==> src/rtl/pcie_8b10b_pkg.sv <==
// Shared types and constants for the PCIe 8b/10b transmit encoder.
// Latency: none (types, constants and a pure function only).
// Backpressure: not applicable.
package pcie_8b10b_pkg;

   typedef enum logic {RD_NEG = 1'b0, RD_POS = 1'b1} rd_t;

   localparam logic [7:0] K28_5 = 8'hBC;
   localparam logic [7:0] K28_0 = 8'h1C;
   localparam logic [7:0] K23_7 = 8'hF7;
   localparam logic [7:0] K27_7 = 8'hFB;
   localparam logic [7:0] K29_7 = 8'hFD;
   localparam logic [7:0] K30_7 = 8'hFE;

   // Any K28.y plus the four K.x.7 codes with an encodable comma-free form.
   function automatic logic is_legal_k(input logic [7:0] b);
      return (b[4:0] == K28_0[4:0]) || (b == K23_7) || (b == K27_7) ||
             (b == K29_7) || (b == K30_7);
   endfunction

endpackage

==> src/rtl/enc_8b10b_lut.sv <==
// 5b/6b + 3b/4b code tables: byte, K flag and running disparity in, 10-bit symbol and new RD out.
// Latency: combinational.
// Backpressure: none.
module enc_8b10b_lut
   import pcie_8b10b_pkg::*;
(
   input  logic [7:0] data_in,
   input  logic       k_in,
   input  rd_t        rd_in,
   output logic [9:0] sym,
   output rd_t        rd_out,
   output logic       k_err
);

   logic [4:0] x;
   logic [2:0] y;
   logic       k_ok;
   logic       k28;
   logic       rd_pos;
   logic [5:0] b6;
   logic [5:0] s6;
   logic       flip6;
   logic       rd6;
   logic [3:0] b4;
   logic [3:0] s4;
   logic       flip4;
   logic       a7;

   assign x      = data_in[4:0];
   assign y      = data_in[7:5];
   assign k_ok   = k_in && is_legal_k(data_in);
   assign k28    = k_ok && (x == 5'd28);
   assign k_err  = k_in && !k_ok;
   assign rd_pos = (rd_in == RD_POS);

   // Tables are stored in RD- form; the RD+ column is the complement for unbalanced codes and D.07.
   always_comb begin
      b6 = 6'b000000;
      case (x)
         5'd0:  b6 = 6'b100111;  5'd1:  b6 = 6'b011101;
         5'd2:  b6 = 6'b101101;  5'd3:  b6 = 6'b110001;
         5'd4:  b6 = 6'b110101;  5'd5:  b6 = 6'b101001;
         5'd6:  b6 = 6'b011001;  5'd7:  b6 = 6'b111000;
         5'd8:  b6 = 6'b111001;  5'd9:  b6 = 6'b100101;
         5'd10: b6 = 6'b010101;  5'd11: b6 = 6'b110100;
         5'd12: b6 = 6'b001101;  5'd13: b6 = 6'b101100;
         5'd14: b6 = 6'b011100;  5'd15: b6 = 6'b010111;
         5'd16: b6 = 6'b011011;  5'd17: b6 = 6'b100011;
         5'd18: b6 = 6'b010011;  5'd19: b6 = 6'b110010;
         5'd20: b6 = 6'b001011;  5'd21: b6 = 6'b101010;
         5'd22: b6 = 6'b011010;  5'd23: b6 = 6'b111010;
         5'd24: b6 = 6'b110011;  5'd25: b6 = 6'b100110;
         5'd26: b6 = 6'b010110;  5'd27: b6 = 6'b110110;
         5'd28: b6 = 6'b001110;  5'd29: b6 = 6'b101110;
         5'd30: b6 = 6'b011110;  default: b6 = 6'b101011;
      endcase
      if (k28) b6 = 6'b001111;
      flip6 = ($countones(b6) != 3) || (x == 5'd7);
      s6    = (rd_pos && flip6) ? ~b6 : b6;
      rd6   = rd_pos ^ ($countones(s6) != 3);

      // A7 avoids a run of five identical bits across the sub-block boundary; legal K.x.7 always uses it.
      a7 = (y == 3'd7) && (k_ok ||
           (!rd6 && (x == 5'd17 || x == 5'd18 || x == 5'd20)) ||
           ( rd6 && (x == 5'd11 || x == 5'd13 || x == 5'd14)));
      b4 = 4'b0000;
      case (y)
         3'd0: b4 = 4'b1011;  3'd1: b4 = 4'b1001;
         3'd2: b4 = 4'b0101;  3'd3: b4 = 4'b1100;
         3'd4: b4 = 4'b1101;  3'd5: b4 = 4'b1010;
         3'd6: b4 = 4'b0110;  default: b4 = a7 ? 4'b0111 : 4'b1110;
      endcase
      flip4 = ($countones(b4) != 2) || (y == 3'd3);
      // K28 balanced 4b codes are the inverted D forms and still swap with RD.
      if (k28 && (y == 3'd1 || y == 3'd2 || y == 3'd5 || y == 3'd6)) begin
         b4    = ~b4;
         flip4 = 1'b1;
      end
      s4     = (rd6 && flip4) ? ~b4 : b4;
      rd_out = rd_t'(rd6 ^ ($countones(s4) != 2));
      sym    = {s6, s4};
   end

endmodule

==> src/rtl/enc_8b10b_tx.sv <==
// PCIe TX 8b/10b encoder: one byte per cycle to a 10-bit symbol with running-disparity tracking.
// Latency: 1 clk from an accepted byte to data_out/valid_out/crd_bit/err.
// Backpressure: none; every valid_in byte is accepted.
module enc_8b10b_tx
   import pcie_8b10b_pkg::*;
#(
   parameter int   iWIDTH  = 8,
   parameter int   oWIDTH  = 10,
   parameter logic RD_INIT = 1'b0
)(
   input  logic              clk,
   input  logic              rst,
   input  logic [iWIDTH-1:0] data_in,
   input  logic              k_in,
   input  logic              valid_in,
   output logic [oWIDTH-1:0] data_out,
   output logic              valid_out,
   output logic              crd_bit,
   output logic              err
);

   rd_t         rd_q;
   rd_t         rd_nxt;
   logic [9:0]  sym;
   logic        k_err;

   enc_8b10b_lut u_lut (
      .data_in (data_in),
      .k_in    (k_in),
      .rd_in   (rd_q),
      .sym     (sym),
      .rd_out  (rd_nxt),
      .k_err   (k_err)
   );

   // The RD register doubles as crd_bit, so the reported disparity can never drift from the one used.
   assign crd_bit = (rd_q == RD_POS);

   // Register the symbol; idle cycles hold data_out and RD and drop valid_out/err.
   always_ff @(posedge clk) begin
      if (rst) begin
         rd_q      <= rd_t'(RD_INIT);
         data_out  <= '0;
         valid_out <= 1'b0;
         err       <= 1'b0;
      end else begin
         valid_out <= valid_in;
         err       <= valid_in && k_err;
         if (valid_in) begin
            data_out <= sym;
            rd_q     <= rd_nxt;
         end
      end
   end

endmodule

==> config.mk <==
export PLATFORM = sky130hd
export DESIGN_NAME = enc_8b10b_tx
export DESIGN_NICKNAME = d
export VERILOG_FILES = /design/src/rtl/pcie_8b10b_pkg.sv /design/src/rtl/enc_8b10b_lut.sv /design/src/rtl/enc_8b10b_tx.sv
export SDC_FILE = /design/constraint.sdc
export NUM_CORES = 1
export LEC_CHECK = 0
export BUFFER_PORTS_ARGS = -buffer_cell sky130_fd_sc_hd__buf_4
export CAP_MARGIN = 20
export CORE_ASPECT_RATIO = 0.7
export CORE_MARGIN = 5
export CORE_UTILIZATION = 52
export CTS_CLUSTER_SIZE = 10
export DETAILED_ROUTE_END_ITERATION = 7
export MAX_ROUTING_LAYER = met4
export PLACE_DENSITY_LB_ADDON = 0.15
export RECOVER_POWER = 25
export SLEW_MARGIN = 30
export SYNTH_ARGS = -nofsm -noshare
export SYNTH_HDL_FRONTEND = slang
export SYNTH_SLANG_ARGS = --single-unit
==> constraint.sdc <==
create_clock -name clk -period 9.3 [get_ports clk]
set_input_delay 1.86 -clock clk [delete_from_list [all_inputs] [get_ports clk]]
set_output_delay 1.86 -clock clk [all_outputs]
set_load 0.01 [all_outputs]
==> results.sh <==
export IMPL_start_kind="input port"
export IMPL_final_hold_violation_count=0
export IMPL_fin_crit_ns=9.827
export IMPL_cp_data_arrival_time_ns=9.97
export IMPL_max_clock_freq_mhz=101.8
export IMPL_track_usage_pct=26.76
export IMPL_finalSetupTns_ns=-0.5272
export IMPL_synthTopCellsByCount="22 x nor2_1, 19 x ha_1, 17 x nand2_1"
export IMPL_htreeDepth=1
export IMPL_fin_ws_ns=-0.5272
export IMPL_synthMostInstantiatedCell="nor2_1"
export IMPL_multi_input_area_um2=1476
export IMPL_total_power_w=0.0005439
export IMPL_reg2reg_to="crd_bit"
export IMPL_crit_fanout=6
export IMPL_first_pass_iters=4
export IMPL_rsz0062_at_grt="yes"
export IMPL_drtAntennaViolNets=0
export IMPL_die_h_um=57.51
export IMPL_cts_made_buffers=3
export IMPL_cts_sinks=13
export IMPL_regArea_um2=260.3
export IMPL_crit_family="adder cells"
export IMPL_overflow=0
export IMPL_final_util_pct=85.31
export IMPL_yosys_area_top_type="dfxtp_1"
export IMPL_syn2layout_area_growth_pct=59.10
export IMPL_worstSkewPairLatency_ns=0.25
export IMPL_ff2ff_path_depth=26
export IMPL_ys_types=62
export IMPL_wire_per_inst_um=18.38
export IMPL_irDropWorstVdd_uv=191.8
export IMPL_async_flop_share_pct=0
export IMPL_period_share_pct=105.7
export IMPL_cts_tree="yes"
export IMPL_hold_depth=2
export IMPL_netlist_top_cells_area="dfxtp_1 16%, ha_1 14%, fa_1 6.0%, mux2i_1 6.0%, nor2_1 4.9%"
export IMPL_drc=0
export IMPL_rrSetupSlack_ns=2.86
export IMPL_crit_buf_inv=3
export IMPL_grt_pass1_vias=1993
export IMPL_nets=332
export IMPL_syn_inst=198
export IMPL_grt_pass1_wl_um=9425
export IMPL_yosysWarnings=0
export IMPL_skew_ns=0.004150
export IMPL_clockRootBuffer="clkbuf_8"
export IMPL_drv_cap=0
export IMPL_status="finished with violations"
export IMPL_core_um2=3127
export IMPL_slew_headroom_pct=46.71
export IMPL_endpoint_kind="register"
export IMPL_drt_wl_total_um=6122
export IMPL_antenna_found_initial=0
export IMPL_hold_class="reg -> reg"
export IMPL_min_from="data_out[4]"
export IMPL_synthesis_nets=234
export IMPL_synth_seq_cells=13
export IMPL_power_density_nw_per_um2=203.9
export IMPL_vias=1977
export IMPL_clockBufferDepth=2
export IMPL_drive_above_1_share_pct=48.47
export IMPL_crit_type="in -> reg"
export IMPL_synth_ff_type="dfxtp_1"
export IMPL_place_congestion=0.8340
export IMPL_dpl_hpwl_um=3615
export IMPL_setup_violations=1
export IMPL_tightest_slew_ns=0.7793
export IMPL_violations="setup timing"
export IMPL_netlist_area_um2=1677
export IMPL_clk_pin_slew_ns=0.06
export IMPL_rows=17
export IMPL_p_leak_nw=1.222
export IMPL_antenna_cells=0
export IMPL_seq_area_frac_synth_pct=15.52
export IMPL_synth_edf_count=0
export IMPL_synth_top_area_share_pct=15.52
export IMPL_max_stage_delay_ns=0.53
export IMPL_drt_first_iter_violations=155
export IMPL_timing_hold_ws_ns=0.4840
export IMPL_start_util_pct=53.62
export IMPL_ios=25
export IMPL_via_per_inst=5.937
export IMPL_cp_required_ns=9.44
export IMPL_die_w_um=77.87
export IMPL_r2r_start="crd_bit"
export IMPL_die_area_um2=4478
export IMPL_postSynthAreaPerCell_um2=8.468
export IMPL_min_to="data_out[4]"
export IMPL_grt_max_degree=16
export IMPL_maxSlewViolCount=0
export IMPL_worst_path_max_delay_cell="fa_2"
export IMPL_fill_cells=169
export IMPL_portBuffers=24
export IMPL_worst_path_stages=36
-- cells by family after synthesis --
| logic type | share of synthesized area (%) |
|---|---|
| AOI/OAI and AO/OA | 22.69 |
| xor gates and xnor gates | 4.627 |
| adders and majority gates | 20.15 |
| buffers and inverters | 6.940 |
| DFF | 15.52 |
| muxes | 8.657 |
| and+or+nand+nor | 21.42 |
-- layout make-up --
class	count	area share [%]
flip-flops and latches	13	9.756
clock buffers	4	1.689
well taps	38	1.782
multi-input cells	163	55.35
repair buffers	103	29.41
inverters	12	2.017
-- how the worst max path moves through the flow --
| stage | slack [ns] | to | start |
|---|---|---|---|
| after floorplan | -0.37 | crd_bit | data_in[0] |
| after global placement | -0.42 | crd_bit | data_in[0] |
| after detailed placement | -0.62 | crd_bit | data_in[0] |
| after CTS | -0.14 | crd_bit | data_in[0] |
| after global routing | -0.78 | crd_bit | data_in[0] |
| final | -0.53 | crd_bit | data_in[1] |
-- metrics by stage --
step / setup slack, ns / area, um^2 / cells
global route: -0.7846 / 2668 / 333
finish: -0.5272 / 2668 / 333
detailed placement: -0.6220 / 2257 / 293
global placement: -0.4183 / 2257 / 293
floorplan: -0.3715 / 1778 / 198
CTS: -0.1437 / 2626 / 332
-- tightest hold or removal path, delay by kind of cell, from the launching register on --
kind            cells  cell delay, ns
flops               1            0.31
simple gates        1            0.06
compound gates      1            0.06
-- flip-flops by register name, indices dropped and copies added, names as in the netlist --
signal     cells
crd_bit        1
data_out      10
err            1
valid_out      1
-- layer usage --
layer	track usage, %	share of wire [%]	vias up	wire length [um]
li1	-	-	914	-
met1	31.97	40	923	2466
met2	44.71	48	108	2924
met3	5.994	8.0	32	487
met4	8.578	4.0	0	243
met5	-	0	-	0
-- layout by cell type (no fill, tap or decap), types with 3 or more instances in the layout --
cell and instances:
fa_2 3, nand2_1 12, ha_4 4, nand2b_1 5
buf_4 91, dfxtp_1 13, o211ai_1 4, ha_1 13
a21oi_1 5, o21ai_1 3, a311oi_1 3, nand2_2 3
o21ai_0 7, nand3_1 7, nor2_2 3, buf_6 6
clkbuf_8 3, mux2i_1 8, clkbuf_1 6, xnor2_1 5
nor2_1 19, inv_1 9
-- where the power goes --
part,total [W],internal (W),switching [W]
Combinational,0.000418,0.000219,0.000199
Sequential,0.0000728,0.0000654,0.00000746
Clock,0.0000531,0.0000304,0.0000228
Total,0.000544,0.000315,0.000229
-- what timing repair did --
action	CTS	global route
setup buffers	36	6
resized for setup	18	13
endpoints found under the setup margin	1	2
hold buffers	0	0
hold endpoints to repair	0	0
pin swaps	25	24
Power figures use the tool's default switching activity.
